File: src/rtl/alu_dispatch_sequencer_if.sv
// Decode-to-ALU dispatch bus: instruction handshake, unit issue/done and register-file write.
// master = decode/ALU/regfile side, slave = sequencer.
interface alu_dispatch_sequencer_if;
   logic          instr_valid;
   logic          instr_ready;
   logic [6:0]    opcode;
   logic [4:0]    rd_addr_in;
   logic [31:0]   pc_in;
   logic [31:0]   imm_in;
   logic [31:0]   rs1_value_in;
   logic [3:0]    unit_enable;
   logic [31:0]   unit_pc;
   logic [31:0]   unit_imm;
   logic [31:0]   unit_rs1;
   logic [3:0]    unit_done;
   logic [127:0]  unit_result;
   logic          rd_we;
   logic [4:0]    rd_addr;
   logic [31:0]   rd_data;
   logic          illegal;
   logic          timeout;
   logic          busy;

   modport slave (
      input  instr_valid, opcode, rd_addr_in, pc_in, imm_in, rs1_value_in,
             unit_done, unit_result,
      output instr_ready, unit_enable, unit_pc, unit_imm, unit_rs1,
             rd_we, rd_addr, rd_data, illegal, timeout, busy
   );

   modport master (
      output instr_valid, opcode, rd_addr_in, pc_in, imm_in, rs1_value_in,
             unit_done, unit_result,
      input  instr_ready, unit_enable, unit_pc, unit_imm, unit_rs1,
             rd_we, rd_addr, rd_data, illegal, timeout, busy
   );
endinterface

File: src/rtl/alu_dispatch_sequencer.sv
// Dispatches one decoded RV32I upper-imm/integer instruction to its ALU unit and writes back the result.
// Min 4 cycles per instruction; instr_ready only in IDLE, so upstream holds instr_valid while busy.
module alu_dispatch_sequencer #(
   parameter int TIMEOUT = 15
) (
   input  logic                       clk,
   input  logic                       reset_n,
   alu_dispatch_sequencer_if.slave    bus
);

   typedef enum logic [2:0] {
      S_IDLE,
      S_ISSUE,
      S_WAIT,
      S_WB,
      S_ERR
   } state_t;

   localparam logic [7:0] CNT_LAST = 8'(TIMEOUT - 1);

   state_t        state_q;
   logic [1:0]    sel_q;
   logic [4:0]    rd_addr_q;
   logic [31:0]   pc_q;
   logic [31:0]   imm_q;
   logic [31:0]   rs1_q;
   logic [31:0]   rd_data_q;
   logic [3:0]    unit_enable_q;
   logic          rd_we_q;
   logic          illegal_q;
   logic          timeout_q;
   logic [7:0]    cnt_q;

   logic          dec_vld;
   logic [1:0]    dec_sel;

   always_comb begin
      dec_vld = 1'b1;
      dec_sel = 2'd0;
      case (bus.opcode)
         7'h37:   dec_sel = 2'd0;
         7'h17:   dec_sel = 2'd1;
         7'h13:   dec_sel = 2'd2;
         7'h33:   dec_sel = 2'd3;
         default: dec_vld = 1'b0;
      endcase
   end

   always_ff @(posedge clk or negedge reset_n) begin
      if (!reset_n) begin
         state_q       <= S_IDLE;
         sel_q         <= 2'd0;
         rd_addr_q     <= 5'd0;
         pc_q          <= 32'd0;
         imm_q         <= 32'd0;
         rs1_q         <= 32'd0;
         rd_data_q     <= 32'd0;
         unit_enable_q <= 4'd0;
         rd_we_q       <= 1'b0;
         illegal_q     <= 1'b0;
         timeout_q     <= 1'b0;
         cnt_q         <= 8'd0;
      end else begin
         case (state_q)
            S_IDLE: begin
               if (bus.instr_valid) begin
                  sel_q     <= dec_sel;
                  rd_addr_q <= bus.rd_addr_in;
                  pc_q      <= bus.pc_in;
                  imm_q     <= bus.imm_in;
                  rs1_q     <= bus.rs1_value_in;
                  if (dec_vld) begin
                     unit_enable_q <= 4'b0001 << dec_sel;
                     state_q       <= S_ISSUE;
                  end else begin
                     illegal_q <= 1'b1;
                     state_q   <= S_ERR;
                  end
               end
            end
            S_ISSUE: begin
               unit_enable_q <= 4'd0;
               cnt_q         <= 8'd0;
               state_q       <= S_WAIT;
            end
            S_WAIT: begin
               // A done in the final WAIT cycle still takes priority over the abort.
               if (bus.unit_done[sel_q]) begin
                  rd_data_q <= bus.unit_result[{sel_q, 5'd0} +: 32];
                  rd_we_q   <= (rd_addr_q != 5'd0);
                  state_q   <= S_WB;
               end else if (cnt_q == CNT_LAST) begin
                  timeout_q <= 1'b1;
                  state_q   <= S_ERR;
               end else begin
                  cnt_q <= cnt_q + 8'd1;
               end
            end
            S_WB: begin
               rd_we_q <= 1'b0;
               state_q <= S_IDLE;
            end
            S_ERR: begin
               illegal_q <= 1'b0;
               timeout_q <= 1'b0;
               state_q   <= S_IDLE;
            end
            default: state_q <= S_IDLE;
         endcase
      end
   end

   assign bus.instr_ready = (state_q == S_IDLE);
   assign bus.busy        = (state_q != S_IDLE);
   assign bus.unit_enable = unit_enable_q;
   assign bus.unit_pc     = pc_q;
   assign bus.unit_imm    = imm_q;
   assign bus.unit_rs1    = rs1_q;
   assign bus.rd_we       = rd_we_q;
   assign bus.rd_addr     = rd_addr_q;
   assign bus.rd_data     = rd_data_q;
   assign bus.illegal     = illegal_q;
   assign bus.timeout     = timeout_q;

endmodule
File: src/flat_wrapper.sv
// flat-port wrapper written by rule: the top's interface ports become plain ports
module alu_dispatch_sequencer_flat 
#(
   parameter int TIMEOUT = 15
)
  (clk, reset_n, bus_instr_valid, bus_opcode, bus_rd_addr_in, bus_pc_in, bus_imm_in, bus_rs1_value_in, bus_unit_done, bus_unit_result, bus_instr_ready, bus_unit_enable, bus_unit_pc, bus_unit_imm, bus_unit_rs1, bus_rd_we, bus_rd_addr, bus_rd_data, bus_illegal, bus_timeout, bus_busy);
  alu_dispatch_sequencer_if bus_i ();
  input  logic clk;
  input  logic reset_n;
  input wire logic [$bits(bus_i.instr_valid)-1:0] bus_instr_valid;
  input wire logic [$bits(bus_i.opcode)-1:0] bus_opcode;
  input wire logic [$bits(bus_i.rd_addr_in)-1:0] bus_rd_addr_in;
  input wire logic [$bits(bus_i.pc_in)-1:0] bus_pc_in;
  input wire logic [$bits(bus_i.imm_in)-1:0] bus_imm_in;
  input wire logic [$bits(bus_i.rs1_value_in)-1:0] bus_rs1_value_in;
  input wire logic [$bits(bus_i.unit_done)-1:0] bus_unit_done;
  input wire logic [$bits(bus_i.unit_result)-1:0] bus_unit_result;
  output wire logic [$bits(bus_i.instr_ready)-1:0] bus_instr_ready;
  output wire logic [$bits(bus_i.unit_enable)-1:0] bus_unit_enable;
  output wire logic [$bits(bus_i.unit_pc)-1:0] bus_unit_pc;
  output wire logic [$bits(bus_i.unit_imm)-1:0] bus_unit_imm;
  output wire logic [$bits(bus_i.unit_rs1)-1:0] bus_unit_rs1;
  output wire logic [$bits(bus_i.rd_we)-1:0] bus_rd_we;
  output wire logic [$bits(bus_i.rd_addr)-1:0] bus_rd_addr;
  output wire logic [$bits(bus_i.rd_data)-1:0] bus_rd_data;
  output wire logic [$bits(bus_i.illegal)-1:0] bus_illegal;
  output wire logic [$bits(bus_i.timeout)-1:0] bus_timeout;
  output wire logic [$bits(bus_i.busy)-1:0] bus_busy;
  assign bus_i.instr_valid = bus_instr_valid;
  assign bus_i.opcode = bus_opcode;
  assign bus_i.rd_addr_in = bus_rd_addr_in;
  assign bus_i.pc_in = bus_pc_in;
  assign bus_i.imm_in = bus_imm_in;
  assign bus_i.rs1_value_in = bus_rs1_value_in;
  assign bus_i.unit_done = bus_unit_done;
  assign bus_i.unit_result = bus_unit_result;
  assign bus_instr_ready = bus_i.instr_ready;
  assign bus_unit_enable = bus_i.unit_enable;
  assign bus_unit_pc = bus_i.unit_pc;
  assign bus_unit_imm = bus_i.unit_imm;
  assign bus_unit_rs1 = bus_i.unit_rs1;
  assign bus_rd_we = bus_i.rd_we;
  assign bus_rd_addr = bus_i.rd_addr;
  assign bus_rd_data = bus_i.rd_data;
  assign bus_illegal = bus_i.illegal;
  assign bus_timeout = bus_i.timeout;
  assign bus_busy = bus_i.busy;
  alu_dispatch_sequencer #(.TIMEOUT(TIMEOUT)) u_core (.clk(clk), .reset_n(reset_n), .bus(bus_i));
endmodule
File: config.mk
export PLATFORM = sky130hd
export DESIGN_NAME = alu_dispatch_sequencer_flat
export DESIGN_NICKNAME = d
export VERILOG_FILES = /design/src/rtl/alu_dispatch_sequencer_if.sv /design/src/rtl/alu_dispatch_sequencer.sv /design/src/flat_wrapper.sv
export SDC_FILE = /design/constraint.sdc
export NUM_CORES = 1
export LEC_CHECK = 0
export CORE_AREA = 2 2 151 153
export CTS_CLUSTER_SIZE = 14
export DETAILED_ROUTE_END_ITERATION = 8
export DIE_AREA = 0 0 153 155
export GPL_TIMING_DRIVEN = 0
export HOLD_SLACK_MARGIN = 0.05
export PLACE_DENSITY = 0.73
export RECOVER_POWER = 25
export SKIP_CTS_REPAIR_TIMING = 1
export SYNTH_ARGS = -nofsm -noshare
export SYNTH_HDL_FRONTEND = slang
export SYNTH_SLANG_ARGS = --single-unit
export TNS_END_PERCENT = 10
File: constraint.sdc
create_clock -name clk -period 2.7 [get_ports clk]
set_input_delay 0.81 -clock clk [delete_from_list [all_inputs] [get_ports clk]]
set_output_delay 0.81 -clock clk [all_outputs]
set_load 0.03 [all_outputs]
# Yosys cells after proc, flatten, opt, wreduce, memory -nomap -nowiden
# Cells that the tools add are included.
# Widths: inputs -> output; s select.
# totals
register_bits,153
out_inout_bits,142
elab_cells,73
# op_classes
add_sub_neg,1
order_cmp,1
n_eq_ne,17
shifts,2
n_mux,23
n_reduce_logical,17
# ops
operator,n
$shiftx 128x8->32,1
$mux 8,2
$pmux 8 s2,1
$eq 7x5->1 const B,2
$eq 7x6->1 const B,2
$mux 3,4
$reduce_and 3->1,4
$reduce_bool 2->1,5
$pmux 3 s3,1
$add 8x1->8 const B,1
$eq 8x4->1 const B,1
$mux 4,2
$ne 2x2->1 const B,4
$pmux 4 s2,1
$reduce_and 2->1,4
$mux 1,7
$eq 3x2->1 const B,2
$ne 2x1->1 const B,3
$pmux 1 s2,3
$pmux 2 s3,1
$reduce_bool 5->1,1
$reduce_or 4->1,1
$shl 1x2->4 const A,1
$eq 3x1->1 const B,1
6 further kinds,6

# Depth between registers and ports, before layout
# Gate-level depths: netlist of run 1.
# logic_depth
depth_word,6
depth_mapped,7
ltp_nobuf,6

# Least setup slack after synthesis of run 1
# Ideal clock, no wire load.
# synth_path
kind,register to output
start,register u_core.state_q[1]
end,output port bus_busy
arrival_time_ns,1.647
required_time_ns,1.890
slack_ns,0.243
path_stages_with_launch,4
path_buffers,1
path_cell_list,dfrtp_1 -> buf_2 -> nor3_1 -> inv_1
# synth_via
elab_chain_cells,1
# synth_lines
element,line_no,source
start: declaration,alu_dispatch_sequencer.sv:21,state_t state_q;
start signal: assignment,alu_dispatch_sequencer.sv:51,state_q <= S_IDLE;
start signal: assignment,alu_dispatch_sequencer.sv:74,state_q <= S_ISSUE;
start signal: assignment,alu_dispatch_sequencer.sv:77,state_q <= S_ERR;
$reduce_bool 3->1,alu_dispatch_sequencer.sv:114,assign bus.busy = (state_q != S_IDLE);
end: declaration,flat_wrapper.sv:28,output wire logic [$bits(bus_i.busy)-1:0] bus_busy;
# Every way passes these cells.

# Worst setup path in the final report of run 1
# layout_path
start,input port bus_unit_done[3]
end,"register u_core.rd_data_q[27], in the netlist u_core.bus.rd_data[27]"
# layout_via
elab_chain_cells,3
# layout_lines
element,line_no,source
start: declaration,flat_wrapper.sv:16,input wire logic [$bits(bus_i.unit_done)-1:0] bus_unit_done;
$bmux 1 s2,alu_dispatch_sequencer.sv:88,if (bus.unit_done[sel_q]) begin
$mux 1 (not written as such),alu_dispatch_sequencer.sv:88,
$reduce_and 2->1 (no line),-,
end signal: assignment,alu_dispatch_sequencer.sv:89,"rd_data_q <= bus.unit_result[{sel_q, 5'd0} +: 32];"
end: declaration,alu_dispatch_sequencer.sv:27,logic [31:0] rd_data_q;
# Every way passes these cells. The select of a mux whose other input is x is not followed.
# A chain may end at the register's enable or synchronous reset.

==> qor.yml, run 1 <==
status: "finished with violations"
violations: "capacitance limit, slew limit"
grt_pass1_wl_um: 36400
p_per_area_nw_per_um2: 1100
yosysSeqAreaShare_pct: 56.8
groute.usage.overall_pct: 20.0
place.gp.congestion: 0.826
dieArea_um2: 23700
met3_wirelength_um: 2160
row_count: 55
synth_top_area_share_pct: 56.8
routed_wl_um: 23500
critPathMaxStageDelay_ns: 0.59
num-nets-final: 1291
yosysTopAreaCell: "dfrtp_1"
synthesis.nets: 887
grt_overflow_total: 0
grt_setup_unrepaired: "false"
grt_max_degree: 82
cp-start-kind: "primary input"
synth.avg_cell_area_um2: 10.5
wire_per_inst_um: 17.4
wl_met1_um: 9200
die_w_um: 153
hold_viol: 0
start_util_pct: 30.3
hold_class: "flop to flop"
cpMaxStageDelayCell: "mux4_2"
pin_count: 385
synth_area_um2: 6740
drt-vias-per-instance: 4.57
timing.fmax_ghz: 0.403
fin_crit_sh_pct: 91.9
yosysUniqueCellTypes: 35
synthTopCellsByArea: "dfrtp_1 57%, nand2_1 18%, mux4_2 11%"
maxSlewViolCount: 73
syn2layout_area_growth_pct: 71.8
cp-end-kind: "flop"
first_pass_iters: 4
clock-skew-final_ns: 0.0125
h-tree-depth: 4
synth_warnings: 0
place_worst_setup_slack_ns: -0.243
post-route-worst-setup-slack_ns: 0.220
path_cells: "clkdlybuf4s50_1 > mux4_2 > nand3_1 > buf_2 > mux2_2"
crit_type: "primary input to flop"
syn_inst: 642
placedCellCount: 1312
cp_data_required_time_ns: 3.00
port_buffers: 384
antenna_found_initial: 5
layout-drive-gt1-share_pct: 10.2
cts_root_buf: "clkbuf_16"
slew_headroom_pct: -34.4
period_minus_slack_ns: 2.48
ir_drop_mv: 0.641
cts_tree: "done"
finalSetupTns_ns: 0
worstPathMaxFanout: 10
path_clk_slew_ns: 0.07
die_y_um: 155
cts.sinks: 153
p_leak_uw: 0.00516
setup_viol: 0
cap_violations: 1
first_iter_violations: 299
place_hpwl_um: 18400
final_cells: 1348
ant_nets: 0
grt_pass1_vias: 6539
clock_path_buffers: 2
clk_latency_ns: 0.43
num_vias: 6157
drc: 0
cp_data_arrival_time_ns: 2.78
wl_met2_um: 11600
highest_layer: "met5"
cts_buffers: 17
core_area_um2: 22200
tightest_slew_ns: 2.02
ys_seq_elements: 153
[routing by layer]
metal  vias to the layer above  GRT usage [%]
met2                       285           33.8
met1                      2912           23.4
met3                        34           7.27
li1                       2924              -
met4                         2           7.36
met5                         -              0
[cells in the final DEF (no fill, tap or decap), types with 2 or more instances in the layout]
cell type,instances
mux2i_1,8
dfrtp_1,153
nand2b_1,3
and2_1,2
inv_6,4
mux2_2,32
buf_1,3
or4b_1,3
nor2_1,8
or3b_2,2
clkdlybuf4s50_1,381
mux4_2,33
a21boi_0,2
clkinv_2,2
bufinv_16,2
clkbuf_2,2
nand3_1,8
nand2_1,321
clkbuf_1,28
diode_2,4
clkinvlp_4,2
o31ai_1,3
ha_1,2
a21oi_1,2
clkbuf_16,17
inv_8,3
dlymetal6s2s_1,2
and3_1,2
nand4_1,3
o21ai_0,2
inv_1,5
buf_2,5
[flip-flops by register name, summed over array words and instances (netlist names)]
register / count
u_core.bus.rd_addr: 5
u_core.bus.unit_enable: 4
u_core.cnt_q: 8
u_core.sel_q: 2
u_core.bus.unit_imm: 32
u_core.state_q: 3
u_core.bus.timeout: 1
u_core.bus.unit_rs1: 32
u_core.bus.rd_data: 32
u_core.bus.unit_pc: 32
u_core.bus.illegal: 1
u_core.bus.rd_we: 1
[where the power goes]
| part | switching (uW) | total [uW] | internal [uW] |
|---|---|---|---|
| clock network | 1060 | 2460 | 1390 |
| logic | 3660 | 6360 | 2690 |
| registers | 619 | 3970 | 3350 |
| total | 5350 | 12800 | 7430 |
[path summary, 6_finish.rpt]
path | start | end | slack [ns] | cells past startpoint
setup / recovery | bus_unit_done[3] | u_core.bus.rd_data[27] | 0.22 | 5
hold / removal | u_core.bus.unit_pc[9] | u_core.bus.unit_pc[9] | 0.47 | 2
setup reg to reg | u_core.state_q[2] | u_core.bus.unit_pc[10] | 0.40 | 6
hold reg to reg | u_core.bus.unit_pc[9] | u_core.bus.unit_pc[9] | 0.47 | 2
max in group asynchronous | reset_n | u_core.bus.unit_enable[3] | 0.55 | 1
min in group asynchronous | reset_n | u_core.bus.unit_imm[27] | 0.92 | 1
[cell usage after synthesis]
master and n:
nor4b_1 1, or3b_2 2, and2_1 2, and3_1 2, xnor2_1 1, nor2_1 8, a21oi_1 2, a31o_2 1
clkbuf_1 27, ha_1 2, mux2_2 32, a21boi_0 2, mux2i_1 8, o311ai_0 1, o31ai_1 3, dfrtp_1 153
mux4_2 33, nand3_1 8, buf_1 3, nor3b_1 1, o211ai_1 1, buf_2 5, inv_1 5, o2111ai_1 1
or4b_1 3, or4_1 1, nand3b_1 1, nand4_1 3, nand2b_1 3, or3_1 1, o41ai_1 1, nor3_1 1
clkbuf_2 1, o21ai_0 2, nand2_1 321
[cell families after synthesis]
family	after synthesis	share of synthesized area [%]
compound gates	14	1.49
xor+xnor	1	0.130
fa+ha+maj	2	0.371
buf+inv	41	2.40
flops	153	56.8
mux	73	17.6
simple gates	358	21.2
[metrics by stage]
step                      instance area [um2]  util [%]  power (uW)  hold WS, ns
final                                   11600      52.1       12800        0.474
after global placement                  10900      49.2       10300        0.457
after detailed placement                11000      49.3       10400        0.461
after CTS                               11600      52.0       12900        0.366
after global routing                    11600      52.0       13500        0.492
after floorplan                          6740         -        7330        0.470
[cell type report]
class                      instances  area [um2]
tap                              285         357
inverter                           5        18.8
clock buffer                      18         429
timing repair buffer             385        3870
antenna                            4        10.0
fill                            2013       10700
multi-input combinational        448        2750
sequential                       153        3830
buffer                            36         143
clock inverter                    14         163
[worst max-delay path, delay by kind of cell]
kind / cells / cell delay (ns)
buf+inv: 2 / 0.72
mux: 2 / 0.96
simple gates: 1 / 0.28
No activity file was read; power rests on OpenSTA's default activity.
==> run 2: changes to the inputs <==
REMOVE_ABC_BUFFERS = 1   (was not set)
==> run 2 against run 1 <==
Compared with the run above:
- the flow still finishes with violations (capacitance limit, slew limit)
- first-iteration DRC count is 12% lower
- register-to-register slack worse by 0.11 ns
- final cell count is 2.7% lower
- largest cell class unchanged
- final area is 0.23% lower
- worst hold slack worse by 0.0021 ns
- clock-buffer cell count is 1 higher
- critical endpoint is now u_core.bus.rd_data[20]
- via count is 0.91% lower
- clock skew is 0.0014 ns higher
- global-route usage is 0.097 points lower
- critical path type is now flop to flop
- sequential power hardly changed
- flip-flop and latch count stayed put
- die area stayed put
==> qor.yml, run 2 (synthesized netlist as in run 1, its figures left out) <==
drt-vias-per-instance: 4.65  # +1.8%
period_minus_slack_ns: 2.41  # -0.0704 ns
cts.sinks: 153  # unchanged
row_count: 55  # unchanged
p_leak_uw: 0.00515  # -0.14%
place.gp.congestion: 0.790  # -4.3%
hold_class: "flop to flop"
grt_pass1_wl_um: 36300  # -0.24%
cp-start-kind: "flop"
timing.fmax_ghz: 0.415  # +2.9%
die_y_um: 155  # unchanged
cts_root_buf: "clkbuf_16"
grt_use_met3_pct: 7.88  # +0.61 points
finish.utilization_pct: 51.9  # -0.12 points
antenna_found_initial: 3  # -2
pin_count: 385  # unchanged
top_usage_layer: "met2"
grt_max_degree: 91  # +11%
mostFrequentLayoutCell: "clkdlybuf4s50_1"
p_per_area_nw_per_um2: 1110  # +0.42%
ir_drop_mv: 0.677  # +5.6%
port_buffers: 384  # unchanged
final_cells: 1312  # -2.7%
critPathMaxStageDelay_ns: 0.93  # +0.34 ns
cts_buffers: 17  # unchanged
hold_viol: 0  # unchanged
clk_latency_ns: 0.42  # about the same
first_iter_violations: 263  # -12%
most-common-layout-cells: "381 x clkdlybuf4s50_1, 320 x nand2_1, 151 x dfrtp_1"
start_util_pct: 30.3  # unchanged
use_met1_pct: 23.1  # -0.37 points
critPathBufInv: 1  # -1
violations: "capacitance limit, slew limit"
syn2layout_area_growth_pct: 71.4
die_w_um: 153  # unchanged
drc: 0  # unchanged
layout-drive-gt1-share_pct: 10.8  # +0.61 points
clock_path_buffers: 2  # unchanged
ant_nets: 0  # unchanged
clock-skew-final_ns: 0.0140  # +0.00142 ns
place_hpwl_um: 18000  # -2.2%
grt_pass1_vias: 6383  # -2.4%
path_cells: "mux4_2 > nand3_2 > buf_12 > mux2_2"
core_area_um2: 22200  # unchanged
crit_type: "flop to flop"
setup_viol: 0  # unchanged
tightest_slew_ns: 1.73  # -0.285 ns
post-route-worst-setup-slack_ns: 0.290  # +0.0704 ns
cap_violations: 1  # unchanged
fin_crit_sh_pct: 89.2  # -2.6 points
h-tree-depth: 4  # unchanged
maxSlewViolCount: 64  # -12%
placedCellCount: 1280  # -2.4%
num-nets-final: 1259  # -2.5%
status: "finished with violations"
cp-end-kind: "flop"
num_vias: 6101  # -0.91%
groute.usage.overall_pct: 19.9  # -0.097 points
cp_data_arrival_time_ns: 2.70  # -0.08 ns
grt_overflow_total: 0  # unchanged
dieArea_um2: 23700  # unchanged
cts_tree: "done"
antenna_cells: 0  # -4
grtUsageMet2_pct: 34.2  # +0.45 points
cpLargestDelayFamily: "flip-flops"
grt_setup_unrepaired: "false"
cpMaxStageDelayCell: "dfrtp_2"
worstPathMaxFanout: 34  # +24
first_pass_iters: 4  # unchanged
cp_data_required_time_ns: 2.99  # about the same
place_worst_setup_slack_ns: -0.0294  # +0.213 ns
slew_headroom_pct: -15.3  # +19 points
n_fill_cell: 1986  # -1.3%
routed_wl_um: 23800  # +1.1%
wire_per_inst_um: 18.1  # +3.8%
path_clk_slew_ns: 0.08  # about the same
-- run 2: changes by cell type in the layout (fill, tap and decap cells not counted), sizes merged --
cell	change
clkbuf	-27
clkinv	-1
buf	-4
diode	-4
-- run 2: cell type report --
cell class / count / area [um2] / share of cell area, %
repair buffers: 389 / 3970 / 34.4
flip-flops and latches: 153 / 3830 / 33.2
multi-input cells: 448 / 2770 / 24.0
clock buffers: 19 / 443 / 3.84
well taps: 285 / 357 / 3.09
clock inverters: 13 / 156 / 1.35
inverters: 5 / 18.8 / 0.163
-- run 2: per-layer routing --
layer	routed length [um]	vias to the layer above
met4	351	2
met5	13	-
li1	-	2858
met2	12000	274
met3	2230	20
met1	9160	2947
-- run 2: per-stage QoR --
stage          hold WS [ns]  setup TNS [ns]  cell area [um2]  total power, uW
4_1_cts               0.314          -0.622            11500            12900
2_1_floorplan         0.470         -105.21             6590             7320
6_report              0.471               0            11500            12800
3_5_place_dp          0.461          -0.498            10900            10400
5_1_grt               0.490               0            11500            13500
3_3_place_gp          0.457        -1170.61            10800            10300
-- run 2: path summary, 6_finish.rpt --
check | startpoint | end | slack [ns] | cells past startpoint
min in group asynchronous | reset_n | u_core.bus.rd_data[11] | 0.80 | 1
setup reg to reg | u_core.sel_q[1] | u_core.bus.rd_data[20] | 0.29 | 4
hold / removal | u_core.bus.unit_imm[25] | u_core.bus.unit_imm[25] | 0.47 | 2
max in group asynchronous | reset_n | u_core.bus.unit_rs1[19] | 0.71 | 2
hold reg to reg | u_core.bus.unit_imm[25] | u_core.bus.unit_imm[25] | 0.47 | 2
setup / recovery | u_core.sel_q[1] | u_core.bus.rd_data[20] | 0.29 | 4
-- run 2: tightest hold or removal path, cell delays in order (launching register included) --
cell     delay (ns)
dfrtp_1        0.34
nand2_1        0.05
nand2_1        0.06
-- run 2: power breakdown --
| group | switching, uW | internal (uW) |
|---|---|---|
| sequential | 638 | 3350 |
| combinational | 3630 | 2710 |
| clock | 1060 | 1420 |
